==> src/rtl/vram_writer.sv <==
// Framebuffer write side: buffers CPU pixel writes in a small FIFO and
// issues one registered write strobe per cycle, with a hardware clear-screen fill.
module vram_writer #(
  parameter int WIDTH      = 320,
  parameter int HEIGHT     = 240,
  parameter int ADDR_W     = 17,
  parameter int FIFO_DEPTH = 4
) (
  input  logic              clk,
  input  logic              rst,
  input  logic              req_valid,
  output logic              req_ready,
  input  logic [8:0]        req_x,
  input  logic [7:0]        req_y,
  input  logic [7:0]        req_color,
  input  logic              fill_start,
  input  logic [7:0]        fill_color,
  output logic              busy,
  output logic [7:0]        oob_cnt,
  output logic              mem_we,
  output logic [ADDR_W-1:0] mem_addr,
  output logic [7:0]        mem_wdata
);

  localparam int PW = (FIFO_DEPTH > 1) ? $clog2(FIFO_DEPTH) : 1;
  localparam logic [ADDR_W-1:0] W_A  = ADDR_W'(WIDTH);
  localparam logic [ADDR_W-1:0] H_A  = ADDR_W'(HEIGHT);
  localparam logic [ADDR_W-1:0] LAST = ADDR_W'(WIDTH * HEIGHT - 1);
  localparam logic [PW:0]       FULL = (PW + 1)'(FIFO_DEPTH);

  typedef enum logic {IDLE, FILL} state_e;

  state_e              state_q;
  logic [ADDR_W+7:0]   fifo_q [FIFO_DEPTH];
  logic [PW-1:0]       wp_q, rp_q;
  logic [PW:0]         cnt_q;
  logic                fill_pend_q;
  logic [7:0]          fill_color_q;
  logic [ADDR_W-1:0]   fill_cnt_q;
  logic [7:0]          oob_q;
  logic                mem_we_q;
  logic [ADDR_W-1:0]   mem_addr_q;
  logic [7:0]          mem_wdata_q;

  logic                empty, full, acc, in_rng, push, pop;
  logic [ADDR_W-1:0]   x_a, y_a, pix_addr;

  assign empty    = (cnt_q == '0);
  assign full     = (cnt_q == FULL);
  assign req_ready = !full && !fill_pend_q && (state_q == IDLE);
  assign acc      = req_valid && req_ready;
  assign x_a      = ADDR_W'(req_x);
  assign y_a      = ADDR_W'(req_y);
  assign in_rng   = (x_a < W_A) && (y_a < H_A);
  assign pix_addr = y_a * W_A + x_a;
  assign push     = acc && in_rng;
  assign pop      = (state_q == IDLE) && !empty;

  assign busy      = !empty || fill_pend_q || (state_q == FILL) || mem_we_q;
  assign oob_cnt   = oob_q;
  assign mem_we    = mem_we_q;
  assign mem_addr  = mem_addr_q;
  assign mem_wdata = mem_wdata_q;

  always_ff @(posedge clk) begin
    if (push) fifo_q[wp_q] <= {pix_addr, req_color};
  end

  always_ff @(posedge clk) begin
    if (rst) begin
      state_q      <= IDLE;
      wp_q         <= '0;
      rp_q         <= '0;
      cnt_q        <= '0;
      fill_pend_q  <= 1'b0;
      fill_color_q <= '0;
      fill_cnt_q   <= '0;
      oob_q        <= '0;
      mem_we_q     <= 1'b0;
      mem_addr_q   <= '0;
      mem_wdata_q  <= '0;
    end else begin
      mem_we_q <= 1'b0;
      if (push) wp_q <= wp_q + 1'b1;
      if (pop)  rp_q <= rp_q + 1'b1;
      unique case ({push, pop})
        2'b10:   cnt_q <= cnt_q + 1'b1;
        2'b01:   cnt_q <= cnt_q - 1'b1;
        default: ;
      endcase
      // out-of-range requests complete the handshake but are only counted
      if (acc && !in_rng && oob_q != 8'hFF) oob_q <= oob_q + 1'b1;
      unique case (state_q)
        IDLE: begin
          if (fill_start && !fill_pend_q) begin
            fill_pend_q  <= 1'b1;
            fill_color_q <= fill_color;
          end
          if (!empty) begin
            mem_we_q                  <= 1'b1;
            {mem_addr_q, mem_wdata_q} <= fifo_q[rp_q];
          end else if (fill_pend_q) begin
            state_q    <= FILL;
            fill_cnt_q <= '0;
          end
        end
        FILL: begin
          mem_we_q    <= 1'b1;
          mem_addr_q  <= fill_cnt_q;
          mem_wdata_q <= fill_color_q;
          fill_cnt_q  <= fill_cnt_q + 1'b1;
          if (fill_cnt_q == LAST) begin
            state_q     <= IDLE;
            fill_pend_q <= 1'b0;
          end
        end
        default: state_q <= IDLE;
      endcase
    end
  end

endmodule

==> config.mk <==
export PLATFORM = sky130hd
export DESIGN_NAME = vram_writer
export DESIGN_NICKNAME = d
export VERILOG_FILES = /design/src/rtl/vram_writer.sv
export SDC_FILE = /design/constraint.sdc
export NUM_CORES = 1
export LEC_CHECK = 0
export CAP_MARGIN = 40
export CORE_AREA = 2 2 113 115
export CTS_CLUSTER_DIAMETER = 100
export DETAILED_ROUTE_END_ITERATION = 6
export DIE_AREA = 0 0 115 117
export GPL_TIMING_DRIVEN = 0
export MAX_ROUTING_LAYER = met4
export PLACE_DENSITY = 0.84
export SETUP_SLACK_MARGIN = 0.02
export SLEW_MARGIN = 15
export SYNTH_ARGS = -nofsm -noshare
export SYNTH_HDL_FRONTEND = slang
export SYNTH_SLANG_ARGS = --single-unit
==> constraint.sdc <==
create_clock -name clk -period 6.2 [get_ports clk]
set_input_delay 1.55 -clock clk [delete_from_list [all_inputs] [get_ports clk]]
set_output_delay 1.55 -clock clk [all_outputs]
set_load 0.1 [all_outputs]
==> results.txt, run 1 <==
- Antenna violations before repair: 0
- Input/output buffers: 71
* Register cell area after layout: 4404 um^2
* Post-cts sizing count: 0
* Clock Pin Slew Worst Setup and Hold Paths: 0.06 ns
- Total internal power: 2.622 mW
* Power share of the combinational group: 42.6%
* Hold Path Class: flop to flop
* Width of the die: 115 um
- Die Footprint: 13460 um^2
* Post-synth net total: 641
* Clock period minus final worst setup slack: 4.307 ns
- The top cell type by area accounts for 40.78% of the synthesized area.
- Largest area contributor in the netlist: sky130_fd_sc_hd__edfxtp_1
- Number of flip-flops and latches in the synthesized netlist: 170
* Mean instance size in the synthesized netlist: 12.72 um^2
- IR analysis of the VDD net gives a maximum drop of 273.8 uV.
- Required time reported for the critical path endpoint: 4.65 ns
- Highest achievable clock rate: 0.2322 GHz
- Hold repair after CTS inserted 0 buffers.
* # Max-Cap Violations: 0
- Total Nets Final: 768
- Clock Skews: 0.004948 ns
- Footprint of the multi-input gates: 2793 um^2
- After detailed routing, the total wire length is 17.77 mm.
- After layout, the design draws a total of 4.294 mW.
* Reg2Reg Launch Point: cnt_q[2]
- By area the synthesized netlist is led by sky130_fd_sc_hd__edfxtp_1 (41%), sky130_fd_sc_hd__dfxtp_1 (19%), sky130_fd_sc_hd__mux4_2 (7.6%), sky130_fd_sc_hd__nor2_1 (3.9%), sky130_fd_sc_hd__ha_1 (3.7%).
- Entering global routing, the biggest net connects 26 pins.
- Overall via count from detail_route: 5306
* Number of synthesized flops with an enable pin: 100
* CP endpoint kind: output pin
- Placer congestion estimate: 0.8592
- Sequential share of power: 33.5%
- Relative to the synthesized area, the layout overhead comes to 27.75%.
- Hold slack final: 0.4624 ns
* Total of warnings raised by yosys: 0
- Portion of the post-synthesis area used by sequential elements: 59.81%
* Boundary Pins: 73
- Along the worst hold path, the cell count comes to 2.
- Among all flip-flop cells after synthesis, the most frequent one is sky130_fd_sc_hd__edfxtp_1.
* Cell area after synthesis: 7363 um^2
- Summing all placed instances gives a cell area of 8825 um^2.
- Clock sink count: 170
- Cell area power density: 456.5 nW/um^2
- Worst reg2reg path endpoint: cnt_q[2]
* Diodes inserted: 0
* Setup slack of the worst register-to-register path: 3.26 ns
- The path with the worst hold slack has its endpoint at fill_color_q[2].
- Post-Layout Inst Area: 9407 um^2
- CTS max path bufs: 2
- In this run the post-CTS setup repair buffer count came out at 0.
* Final slew viol count: 0
* All-layer global routing usage: 29.15%
- The core region is 12310 um^2.
- Total overflow reported by the global router: 0
- H-tree depth: 4
* Fin. Hold Viols: 0
- Once layout is complete, the utilization of the core stands at 76.40%.
- The clock reaches the later pin of the worst-skew pair after 0.42 ns.
- Data arrival time of the critical path: 2.76 ns
* Height of the chip: 117 um
- Filler Cells Inserted: 691
- At the pin with the least slew margin, the transition time is 0.7658 ns.
- The number of clock buffers added by TritonCTS is 17.
* HPWL after DPL: 12.48 mm
- Per-cell via count in the routed design: 6.106
* Pleak: 3.403 nW
- Switching Power: 1.673 mW
* Total of endpoints with negative setup slack in the final report: 0
- Sw Ratio: 38.95%
- Async set-or-reset flop fraction in the synthesized netlist: 0%
- Setup total negative slack: 0 ns
- Setup repair after global routing left no endpoint under its margin.
- Count of cells along the worst register-to-register path: 11
- In this run the most critical hold path is launched from fill_color_q[2].
* Remaining routing DRC violations: 0
- Part of the power in the clock network: 23.9%
- Initial Utilization: 59.81%
- Counting every instance in the synthesized netlist gives 579.
* Wire length of the first global-routing pass: 28.30 mm
* Worst slew margin relative to its limit: 48.95%
- Dividing the final minimum period by the clock period gives 69.46%.
* Placement Rows: 41
* Setup CP Type: flop to output pin
- The flow ran to the end, and the final reports show no timing, DRC or antenna violations.
- Length of the first detailed-routing pass in iterations: 5
- Ratio of cells with drive above 1 in the final layout: 15.16%
- Dividing the detail-routed wire length by the instance count gives 20.45 um.
* Count of antenna-violating nets left after detailed routing: 0
- The root buffer cell chosen for the clock tree is sky130_fd_sc_hd__clkbuf_16.
- The worst setup path is launched from a flop.
- Via count of the first global-routing pass: 5425
- Largest fanout on the critical path: 10
- TritonCTS built the clock tree.
- Initial DRC count: 562
- Counting distinct cell types in the post-synthesis netlist gives 55.
-- Yosys cell counts, types with 3 or more instances --
master	number
sky130_fd_sc_hd__buf_2	5
sky130_fd_sc_hd__nand3_1	15
sky130_fd_sc_hd__clkbuf_1	20
sky130_fd_sc_hd__nor3_1	7
sky130_fd_sc_hd__fa_1	3
sky130_fd_sc_hd__and4_1	4
sky130_fd_sc_hd__nor2_1	77
sky130_fd_sc_hd__mux4_2	25
sky130_fd_sc_hd__o21a_1	3
sky130_fd_sc_hd__nand2_1	26
sky130_fd_sc_hd__inv_1	15
sky130_fd_sc_hd__a211oi_1	9
sky130_fd_sc_hd__or4_1	3
sky130_fd_sc_hd__or3_1	4
sky130_fd_sc_hd__and2_1	7
sky130_fd_sc_hd__nand4_1	7
sky130_fd_sc_hd__edfxtp_1	100
sky130_fd_sc_hd__xor2_1	13
sky130_fd_sc_hd__and3_1	3
sky130_fd_sc_hd__o21ai_0	12
sky130_fd_sc_hd__mux2i_1	23
sky130_fd_sc_hd__nor2b_1	7
sky130_fd_sc_hd__nand4b_1	3
sky130_fd_sc_hd__a21oi_1	50
sky130_fd_sc_hd__ha_1	22
sky130_fd_sc_hd__xnor2_1	9
sky130_fd_sc_hd__dfxtp_1	70
sky130_fd_sc_hd__nand3b_1	5
-- routing by layer --
layer  vias to the layer above  wire [um]  track usage, %
li1                       2425          -               -
met1                      2601       6844           34.40
met3                        49       1078           5.458
met2                       231       9328           49.57
met4                         0        523           12.29
met5                         -          0               -
-- worst max-delay path, cell delays in order (launching register included) --
cell,delay (ns)
sky130_fd_sc_hd__dfxtp_1,0.37
sky130_fd_sc_hd__nor3_1,0.53
sky130_fd_sc_hd__clkbuf_1,0.62
sky130_fd_sc_hd__nand3b_1,0.13
sky130_fd_sc_hd__clkdlybuf4s50_1,0.49
sky130_fd_sc_hd__buf_8,0.19
-- cells in the final DEF, fill, tap and decap left out, types with 21 or more instances in the layout --
| master | netlist | layout |
|---|---|---|
| sky130_fd_sc_hd__nand2_1 | 26 | 26 |
| sky130_fd_sc_hd__clkbuf_1 | 20 | 21 |
| sky130_fd_sc_hd__mux4_2 | 25 | 25 |
| sky130_fd_sc_hd__a21oi_1 | 50 | 50 |
| sky130_fd_sc_hd__nor2_1 | 77 | 77 |
| sky130_fd_sc_hd__dfxtp_1 | 70 | 70 |
| sky130_fd_sc_hd__ha_1 | 22 | 22 |
| sky130_fd_sc_hd__mux2i_1 | 23 | 23 |
| sky130_fd_sc_hd__buf_8 | 0 | 35 |
| sky130_fd_sc_hd__edfxtp_1 | 100 | 100 |
| sky130_fd_sc_hd__clkdlybuf4s50_1 | 0 | 71 |
-- final cells by class --
type | instances | share of cell area [%]
buffer | 27 | 1.224
tap | 150 | 1.995
inverter | 15 | 0.5986
clock buffer | 21 | 5.001
sequential | 170 | 46.82
clock inverter | 11 | 1.184
multi-input combinational | 367 | 29.69
timing repair buffer | 108 | 13.49
-- worst max path at each step --
stage,startpoint,to,slack [ns],cells after the start
after detailed placement,req_y[1],fifo_q[2][24],1.61,9
after CTS,cnt_q[0],busy,1.94,5
after global placement,req_x[7],fifo_q[0][13],1.40,5
final,cnt_q[0],busy,1.89,5
after floorplan,req_y[1],fifo_q[0][24],2.42,8
after global routing,req_y[1],fifo_q[0][24],1.75,9
-- logic make-up after synthesis --
group,after synthesis,share of synthesized area (%)
AOI/OAI and AO/OA,95,8.123
muxes,49,10.93
DFF,170,59.81
and+or+nand+nor,176,11.64
buffers and inverters,42,2.328
adders and majority gates,25,4.554
xor gates and xnor gates,22,2.617
-- flip-flops by register name (all words and copies together), names as in the netlist, named ones only --
name	flops
mem_we	1
mem_wdata	8
wp_q	2
state_q	1
oob_cnt	8
fifo_q	100
cnt_q	3
fill_pend_q	1
mem_addr	17
fill_cnt_q	17
fill_color_q	8
rp_q	2
-- power by group through the flow --
stage	clock network, mW	registers (mW)	logic [mW]
2_1_floorplan	0	1.96	0.658
3_3_place_gp	0	1.45	1.50
3_5_place_dp	0	1.46	1.81
4_1_cts	1.03	1.44	1.83
5_1_grt	1.08	1.45	1.93
6_report	1.03	1.44	1.83
-- per-stage QoR --
stage,std cells,setup WS (ns)
floorplan,579,2.418
global placement,800,1.403
detailed placement,837,1.605
CTS,869,1.939
global route,869,1.749
finish,869,1.893
Power figures use the tool's default switching activity.
==> run 2, diff against run 1 <==
--- a/config.mk
+++ b/config.mk
@@ -6,13 +6,13 @@
 export NUM_CORES = 1
 export LEC_CHECK = 0
 export CAP_MARGIN = 40
-export CORE_AREA = 2 2 113 115
+export CORE_AREA = 2 2 117 119
 export CTS_CLUSTER_DIAMETER = 100
 export DETAILED_ROUTE_END_ITERATION = 6
-export DIE_AREA = 0 0 115 117
+export DIE_AREA = 0 0 119 121
 export GPL_TIMING_DRIVEN = 0
 export MAX_ROUTING_LAYER = met4
-export PLACE_DENSITY = 0.84
+export PLACE_DENSITY = 0.79
 export SETUP_SLACK_MARGIN = 0.02
 export SLEW_MARGIN = 15
 export SYNTH_ARGS = -nofsm -noshare
==> constraint.sdc (replaced) <==
create_clock -name clk -period 4 [get_ports clk]
set_input_delay 1 -clock clk [delete_from_list [all_inputs] [get_ports clk]]
set_output_delay 1 -clock clk [all_outputs]
set_load 0.1 [all_outputs]
==> run 2 against run 1 <==
Compared with the run above: count of clock-buffer cells in the layout shrank 3; final cell count increased by 3.0%; core utilization shrank 4.2 points; sequential power rose by 55%; wire length decreased by 4.2%; via count down 0.89%; non-clock buffer count is the same; register-to-register slack worse by 2.1 ns; critical endpoint is now fifo_q[3][24].
==> results.txt, run 2 (same netlist as run 1, synthesis figures left out) <==
* Total power of the final layout: 6.718 mW (was 4.294 mW)
- Via count of the first global-routing pass: 5261 (was 5425)
- Clock network latency to the later pin of the worst-skew pair: 0.42 ns (about the same)
* Fin. Hold Viols: 0 (unchanged)
* Count of antenna-violating nets left after detailed routing: 0 (unchanged)
- Wire length of the first global-routing pass: 26.81 mm (was 28.30 mm)
- The H-tree depth came to 4 (unchanged).
- The power density over the cells came to 710.7 nW/um^2 (was 456.5 nW/um^2).
- Pleak: 3.409 nW (was 3.403 nW)
- Most frequent cells in the layout: sky130_fd_sc_hd__edfxtp_1 (100), sky130_fd_sc_hd__nor2_1 (77), sky130_fd_sc_hd__clkdlybuf4s50_1 (71) (unchanged)
* Count of cells along the worst register-to-register path: 11 (unchanged)
* Die Footprint: 14400 um^2 (was 13460 um^2)
* Cell mode on critical path: sky130_fd_sc_hd__ha_1
* HPWL after DPL: 11.81 mm (was 12.48 mm)
* Wirelength per Cell: 19.02 um (was 20.45 um)
* Commonest non-fill, non-tap cell in the layout: sky130_fd_sc_hd__edfxtp_1 (unchanged)
* Area added between synthesis and finish: 28.36% (was 27.75%)
- The starting density of the core was 56.27% (was 59.81%).
- Worst slew margin relative to its limit: 53.20% (was 48.95%)
- The data arrival time of the critical path is 3.78 ns (was 2.76 ns).
- Remaining routing DRC violations: 0 (unchanged)
* Number of buffers created by CTS: 17 (unchanged)
- The type of the most critical hold path was flop to flop (unchanged).
- Per-cell via count in the routed design: 5.876 (was 6.106)
* Post-cts sizing count: 0 (unchanged)
- Startpoint kind of the worst setup timing path: input pin (was flop)
* Ratio of cells with drive above 1 in the final layout: 15.16% (unchanged)
* Final Routed Wirelength: 17.02 mm (was 17.77 mm)
* Final slew viol count: 0 (unchanged)
* Setup total negative slack: 0 ns (unchanged)
- Number of hold buffers added after cts: 0 (unchanged)
* Width of the die: 119 um (was 115 um)
- Instance area after placement: 8845 um^2 (was 8825 um^2)
- The slowest cell on the critical path was sky130_fd_sc_hd__clkdlybuf4s50_1 (was sky130_fd_sc_hd__clkbuf_1).
* Critical Path Stages: 9 (was 5)
* Largest fanout on the critical path: 4 (was 10)
- Clock Tree Root: sky130_fd_sc_hd__clkbuf_16 (unchanged)
- Input/output buffers: 71 (unchanged)
- The smallest hold slack is 0.4814 ns (was 0.4624 ns).
- Pin count of the biggest net entering global routing: 26 (unchanged)
- Boundary Pins: 73 (unchanged)
- Core area: 13090 um^2 (was 12310 um^2)
* Largest register FFs: 100 (unchanged)
* Clock period minus final worst setup slack: 3.599 ns
* Share of the clock period used by the worst path after layout: 89.98%
* Post-Layout Inst Area: 9452 um^2 (was 9407 um^2)
- The post-CTS setup buffer count is 0 (unchanged).
- The count of routing violations after the opening detailed-route iteration was 509 (was 562).
- The family with the most delay on the worst path is adder cells (was buffers and inverters).
* Height of the chip: 121 um (was 117 um)
- Placer congestion estimate: 0.9079 (was 0.8592)
- The total global routing overflow was 0 (unchanged).
- CTS max path bufs: 2 (unchanged)
- Status: complete, no violations (unchanged)
- The number of clock sinks seen by CTS is 170 (unchanged).
* Antenna violations before repair: 0 (unchanged)
* Highest achievable clock rate: 0.2778 GHz
- RSZ-0062 raised after global routing: false (unchanged)
* Transition time at the pin with the least slew margin: 0.7020 ns (was 0.7658 ns)
- Diodes inserted: 0 (unchanged)
- Critical path, cell by cell: clkdlybuf4s50_1, ha_1, ha_1, fa_1, a211oi_1, nor2_1, xor2_1, nand3b_1, o32ai_1 (was nor3_1, clkbuf_1, nand3b_1, clkdlybuf4s50_1, buf_8)
- The row count came to 42 (was 41).
- # Max-Cap Violations: 0 (unchanged)
* Clock Pin Slew Worst Setup and Hold Paths: 0.07 ns (was 0.06 ns)
* Maximum ir drop on the vdd rail: 360.0 uV (was 273.8 uV)
- The net count reported at finish came to 768 (unchanged).
- Total of endpoints with negative setup slack in the final report: 0 (unchanged)
- Overall via count from detail_route: 5259 (was 5306)
- The aggregate global-route resource usage came to 24.91% (was 29.15%).
* Length of the first detailed-routing pass in iterations: 5 (unchanged)
- The number of stages on the worst hold path was 2 (unchanged).
- The category of the critical setup timing path is input pin to flop (was flop to output pin).
- The longest individual stage delay on the worst path was 0.47 ns (was 0.62 ns).
* CP endpoint kind: flop (was output pin)
* TritonCTS clock tree: built (unchanged)
- The buffering stage count on the worst path with inverters included came to 1 (was 3).
- The final setup skew is 0.01075 ns (was 0.004948 ns).
* Register ranked first by flip-flop count: fifo_q (unchanged)
- The data required time at the worst endpoint is 4.18 ns (was 4.65 ns).
-- run 2: changes by cell type in the layout (fill, tap and decap cells not counted) --
cell,previous run,this run
sky130_fd_sc_hd__inv_8,0,3
sky130_fd_sc_hd__inv_6,4,5
sky130_fd_sc_hd__clkinv_2,1,0
sky130_fd_sc_hd__buf_16,1,0
sky130_fd_sc_hd__clkbuf_8,3,0
sky130_fd_sc_hd__clkinv_4,3,1
sky130_fd_sc_hd__buf_8,35,36
sky130_fd_sc_hd__bufinv_16,1,2
sky130_fd_sc_hd__clkinv_8,0,1
-- run 2: worst paths after layout --
path	start	end	slack [ns]
worst max-delay path	req_y[1]	fifo_q[3][24]	0.40
worst min-delay path	fill_color_q[4]	fill_color_q[4]	0.48
worst max register to register	cnt_q[2]	cnt_q[2]	1.21
worst min register to register	fill_color_q[4]	fill_color_q[4]	0.48
-- run 2: stage by stage --
step	instances	setup WS (ns)	utilization, %
after detailed placement	863	0.004303	67.59
after CTS	895	0.4298	72.23
after global routing	895	0.1765	72.23
after floorplan	579	0.4085	-
final	895	0.4007	72.23
after global placement	826	-0.2626	63.39
-- run 2: tightest hold or removal path, cell delays in order (launching register included) --
cell and delay (ns):
sky130_fd_sc_hd__dfxtp_1 0.32, sky130_fd_sc_hd__nand2_1 0.06, sky130_fd_sc_hd__a21oi_1 0.06
-- run 2: final cells by class --
cell class / instances / area (um^2)
Buffer: 27 / 115.1
Timing Repair Buffer: 108 / 1256
Sequential cell: 170 / 4404
Tap cell: 176 / 220.2
Clock buffer: 18 / 429.2
Clock inverter: 14 / 177.7
Inverter: 15 / 56.30
Fill cell: 802 / 3633
Multi-Input combinational cell: 367 / 2793
-- run 2: metal layers --
layer	global-route usage [%]	vias up	share of wire [%]
met4	9.077	0	2.0
li1	-	2415	-
met1	29.50	2612	40
met3	5.498	37	5.9
met2	42.24	195	52
met5	-	-	0
-- run 2: where the power goes --
| group | total (mW) | leakage (nW) | switching (mW) | internal (mW) |
|---|---|---|---|---|
| Clock | 1.68 | 0.291 | 0.727 | 0.949 |
| Sequential | 2.23 | 1.48 | 0.133 | 2.10 |
| Combinational | 2.81 | 1.64 | 1.76 | 1.05 |
| Total | 6.72 | 3.41 | 2.62 | 4.09 |
==> run 3, diff against run 2 <==
--- a/config.mk
+++ b/config.mk
@@ -5,14 +5,15 @@
 export SDC_FILE = /design/constraint.sdc
 export NUM_CORES = 1
 export LEC_CHECK = 0
+export ABC_AREA = 1
 export CAP_MARGIN = 40
-export CORE_AREA = 2 2 117 119
+export CORE_AREA = 2 2 115 117
 export CTS_CLUSTER_DIAMETER = 100
 export DETAILED_ROUTE_END_ITERATION = 6
-export DIE_AREA = 0 0 119 121
+export DIE_AREA = 0 0 117 119
 export GPL_TIMING_DRIVEN = 0
 export MAX_ROUTING_LAYER = met4
-export PLACE_DENSITY = 0.79
+export PLACE_DENSITY = 0.83
 export SETUP_SLACK_MARGIN = 0.02
 export SLEW_MARGIN = 15
 export SYNTH_ARGS = -nofsm -noshare
==> constraint.sdc (replaced) <==
create_clock -name clk -period 4.5 [get_ports clk]
set_input_delay 1.125 -clock clk [delete_from_list [all_inputs] [get_ports clk]]
set_output_delay 1.125 -clock clk [all_outputs]
set_load 0.1 [all_outputs]
==> run 3 against run 2 <==
Compared with the run above: sequential power fell by 10%; clock power shrank 22%; die area fell by 3.3%; core utilization up 2.3 points; via count grew 17%; wire length rose by 5.9%; critical path depth fell by 1; highest routed layer unchanged.
==> results.txt, run 3 <==
* Status: complete, no violations (unchanged)
- The leakage power total came to 3.528 nW (was 3.409 nW).
- Area contributors post-synth: sky130_fd_sc_hd__edfxtp_1 (40%), sky130_fd_sc_hd__dfxtp_1 (19%), sky130_fd_sc_hd__nand2_1 (7.8%), sky130_fd_sc_hd__o21ai_0 (6.3%), sky130_fd_sc_hd__nor2_1 (5.8%) (was sky130_fd_sc_hd__edfxtp_1 (41%), sky130_fd_sc_hd__dfxtp_1 (19%), sky130_fd_sc_hd__mux4_2 (7.6%), sky130_fd_sc_hd__nor2_1 (3.9%), sky130_fd_sc_hd__ha_1 (3.7%)).
- Worst path setup slack after routing: 1.212 ns (was 0.4007 ns)
- Startpoint of the tightest hold check path: rp_q[0] (was fill_color_q[4])
- Register ranked first by flip-flop count: fifo_q (unchanged)
* Transition time at the pin with the least slew margin: 0.8344 ns (was 0.7020 ns)
- The arithmetic-cell share of the synthesized area counting full adders, half adders and majority gates is 4.442% (was 4.554%).
* Clock period minus final worst setup slack: 3.288 ns
- The total iterations of the first detailed-routing run came to 6 (was 5).
- The core box area is 12870 um^2 (was 13090 um^2).
* Ranking of synthesized cells by instance count: sky130_fd_sc_hd__nand2_1 (156), sky130_fd_sc_hd__nor2_1 (117), sky130_fd_sc_hd__edfxtp_1 (100) (was sky130_fd_sc_hd__edfxtp_1 (100), sky130_fd_sc_hd__nor2_1 (77), sky130_fd_sc_hd__dfxtp_1 (70))
- The sequential element share of the synthesized area was 58.35% (was 59.81%).
- Clock Tree Root: sky130_fd_sc_hd__clkbuf_16 (unchanged)
- The final design area excluding fillers is 9592 um^2 (was 9452 um^2).
- The detail-routed net length per standard cell came to 16.16 um (was 19.02 um).
- The number of top-level pins is 73 (unchanged).
- The die boundary height is 119 um (was 121 um).
- Overall via count from detail_route: 6172 (was 5259)
- Fraction of post-synthesis cell area in the top cell type by area: 39.78% (was 40.78%)
- The area fraction in compound gates after synthesis came to 12.12% (was 8.122%).
- Total of endpoints with negative setup slack in the final report: 0 (unchanged)
* Initial DRC count: 802 (was 509)
- The number of stages on the worst hold path is 1 (was 2).
- The clock tree from TritonCTS is built (unchanged).
- The die footprint came to 13920 um^2 (was 14400 um^2).
- Commonest non-fill, non-tap cell in the layout: sky130_fd_sc_hd__nand2_1 (was sky130_fd_sc_hd__edfxtp_1)
* Worst-case setup slack after placement: 0.7779 ns (was 0.004303 ns)
- Total overflow reported by the global router: 0 (unchanged)
- The count of antenna diodes in the layout was 0 (unchanged).
- The average vias per placed instance was 5.535 (was 5.876).
- The proportion of register bits with asynchronous set or reset after synthesis was 0% (unchanged).
* Largest family of logic cells by synthesized area: simple AND/OR/NAND/NOR gates (unchanged)
* Total Nets Final: 989 (was 768)
* Remaining routing DRC violations: 0 (unchanged)
- Placer congestion estimate: 0.9554 (was 0.9079)
- The final core utilization was 74.50% (was 72.23%).
* Maximum ir drop on the vdd rail: 368.2 uV (was 360.0 uV)
- Worst slew margin relative to its limit: 44.24% (was 53.20%)
- Number of hold buffers added after cts: 0 (unchanged)
* Largest fanout on the critical path: 4 (unchanged)
- For this run, the top clock speed supported by timing is 0.3041 GHz.
* Setup CP Type: input pin to flop (unchanged)
- Antenna violations before repair: 0 (unchanged)
* # Max-Cap Violations: 0 (unchanged)
- The floorplan die width is 117 um (was 119 um).
- Ratio of cells with drive above 1 in the final layout: 11.71% (was 15.16%)
* Startpoint kind of the worst setup timing path: input pin (unchanged)
- Cell area power density: 640.8 nW/um^2 (was 710.7 nW/um^2)
- Number of flip-flops and latches in the synthesized netlist: 170 (unchanged)
- The H-tree depth was 4 (unchanged).
* Wire length of the first global-routing pass: 28.40 mm (was 26.81 mm)
- The maximum number of pins on one net before global-route repair is 26 (unchanged).
- Total of warnings raised by yosys: 0 (unchanged)
- Placement Rows: 42 (unchanged)
- Clock Pin Slew Worst Setup and Hold Paths: 0.06 ns (was 0.07 ns)
- Largest area contributor in the netlist: sky130_fd_sc_hd__edfxtp_1 (unchanged)
- The share of synthesized cell area in and, or, nand and nor gates is 18.98% (was 11.64%).
- Fraction of synthesized area in multiplexers: 0% (was 10.93%)
- Clock network latency to the later pin of the worst-skew pair: 0.43 ns (was 0.42 ns)
- The post-synth net total was 862 (was 641).
- The maximum buffer depth of the clock tree is 2 (unchanged).
* Number of library cell types mapped by synthesis: 35 (was 55)
- The count of flip-flops with a built-in enable after synthesis came to 100 (unchanged).
* Final Routed Wirelength: 18.02 mm (was 17.02 mm)
* Synthesized instance count: 800 (was 579)
* Count of cells along the worst register-to-register path: 12 (was 11)
- The number of clock sinks seen by CTS was 170 (unchanged).
- The capture endpoint of the worst hold path is rp_q[0] (was fill_color_q[4]).
- The setup slack on the worst flop-to-flop path is 2.13 ns (was 1.21 ns).
- The data required time at the worst endpoint is 4.66 ns (was 4.18 ns).
- The data arrival time of the critical path came to 3.45 ns (was 3.78 ns).
* Cell area after synthesis: 7548 um^2 (was 7363 um^2)
- Total power of the final layout: 6.147 mW (was 6.718 mW)
* Final slew viol count: 0 (unchanged)
* Post-CTS setup buffers: 0 (unchanged)
- Fin. Hold Viols: 0 (unchanged)
- The count of input and output buffers was 71 (unchanged).
- The number of clock buffers inserted by TritonCTS is 17 (unchanged).
- Instance area after placement: 9070 um^2 (was 8845 um^2)
- The HPWL after detailed placement came to 12.43 mm (was 11.81 mm).
- The aggregate global-route resource usage came to 27.63% (was 24.91%).
- Of the available clock period, the critical path in the final layout requires 73.08%.
- The number of fill cells in the layout came to 850 (was 802).
- The worst flop-to-flop path endpoint is cnt_q[2] (unchanged).
- The number of nets still failing antenna checks after routing was 0 (unchanged).
- RSZ-0062 raised after global routing: false (unchanged).
- Most frequent cells in the layout: sky130_fd_sc_hd__nand2_1 (156), sky130_fd_sc_hd__nor2_1 (113), sky130_fd_sc_hd__edfxtp_1 (100) (was sky130_fd_sc_hd__edfxtp_1 (100), sky130_fd_sc_hd__nor2_1 (77), sky130_fd_sc_hd__clkdlybuf4s50_1 (71))
- The final setup skew came to 0.008547 ns (was 0.01075 ns).
* Mean instance size in the synthesized netlist: 9.436 um^2 (was 12.72 um^2)
- The total negative slack for setup checks came to 0 ns (unchanged).
- Cell with the most instances after synthesis: sky130_fd_sc_hd__nand2_1 (was sky130_fd_sc_hd__edfxtp_1)
- The flip-flop count of the largest register after layout is 100 (unchanged).
- Hold Path Class: flop to flop (unchanged)
- Post-cts sizing count: 0 (unchanged)
* Predominant post-synthesis flop cell: sky130_fd_sc_hd__edfxtp_1 (unchanged)
- Via count of the first global-routing pass: 5666 (was 5261)
- The type of destination of the critical path was a flop (unchanged).
- The signed area change from the synthesized netlist to the final layout was 27.07% (was 28.36%).
- Fraction of synthesized cell area in xor and xnor cells: 1.624% (was 2.617%)
- The origin of the critical flop-to-flop path is cnt_q[2] (unchanged).
* Initial Utilization: 58.63% (was 56.27%)
-- run 3: cell types whose count changed in the layout (fill, tap and decap cells not counted), sizes merged, moves of 7 or more --
cell,delta
nand2,+135
o21ai,+97
nor2,+49
inv,+30
a31oi,+27
mux4,-25
mux2i,-23
a21oi,-16
nand3,+14
buf,+10
a211oi,-8
nor2b,-7
-- run 3: power breakdown --
group / leakage [nW] / internal, mW / switching, mW
Combinational: 1.79 / 0.913 / 1.92
Sequential: 1.48 / 1.88 / 0.124
Clock: 0.255 / 0.705 / 0.603
-- run 3: worst max-delay path, cell delays in order --
cell,delay [ns]
sky130_fd_sc_hd__clkdlybuf4s50_1,0.46
sky130_fd_sc_hd__ha_1,0.32
sky130_fd_sc_hd__ha_1,0.25
sky130_fd_sc_hd__fa_1,0.53
sky130_fd_sc_hd__nand2_1,0.08
sky130_fd_sc_hd__nor3_1,0.30
sky130_fd_sc_hd__nand3_1,0.18
sky130_fd_sc_hd__xor2_1,0.20
-- run 3: cell families (layout without fill, tap and decap cells) --
| group | after synthesis | after routing |
|---|---|---|
| adders and majority gates | 25 | 25 |
| DFF | 170 | 170 |
| buffers and inverters | 82 | 221 |
| xor gates and xnor gates | 14 | 14 |
| AOI/OAI and AO/OA | 172 | 172 |
| and+or+nand+nor | 337 | 337 |
-- run 3: routing by layer --
| metal | GRT usage, % | part of all wire [%] |
|---|---|---|
| met5 | - | 0 |
| met4 | 8.971 | 1.9 |
| met3 | 5.140 | 6.7 |
| met2 | 44.73 | 50 |
| met1 | 35.31 | 41 |
-- run 3: worst max-delay path by stage --
stage,slack [ns],start,to,depth (start not counted)
after floorplan,1.44,req_y[1],fifo_q[0][22],7
after global placement,0.10,req_x[7],fifo_q[1][8],6
after detailed placement,0.78,req_y[1],fifo_q[2][22],8
after CTS,1.22,req_y[1],fifo_q[2][22],8
after global routing,1.09,req_y[1],fifo_q[3][23],13
final,1.21,req_y[1],fifo_q[2][22],8
-- run 3: stage by stage --
stage	cells	hold WS [ns]
6_report	1115	0.4773
3_5_place_dp	1084	0.4596
5_1_grt	1115	0.5115
2_1_floorplan	800	0.4422
3_3_place_gp	1047	0.4537
4_1_cts	1115	0.4769
-- run 3: final cells by class --
| type | count | area (um^2) | area share, % |
|---|---|---|---|
| Sequential cell | 170 | 4404 | 45.92 |
| Multi-Input combinational cell | 548 | 2835 | 29.56 |
| Timing Repair Buffer | 108 | 1271 | 13.25 |
| Clock buffer | 18 | 429.2 | 4.474 |
| Tap cell | 176 | 220.2 | 2.296 |
| Inverter | 48 | 180.2 | 1.878 |
| Buffer | 34 | 158.9 | 1.657 |
| Clock inverter | 13 | 92.59 | 0.9653 |
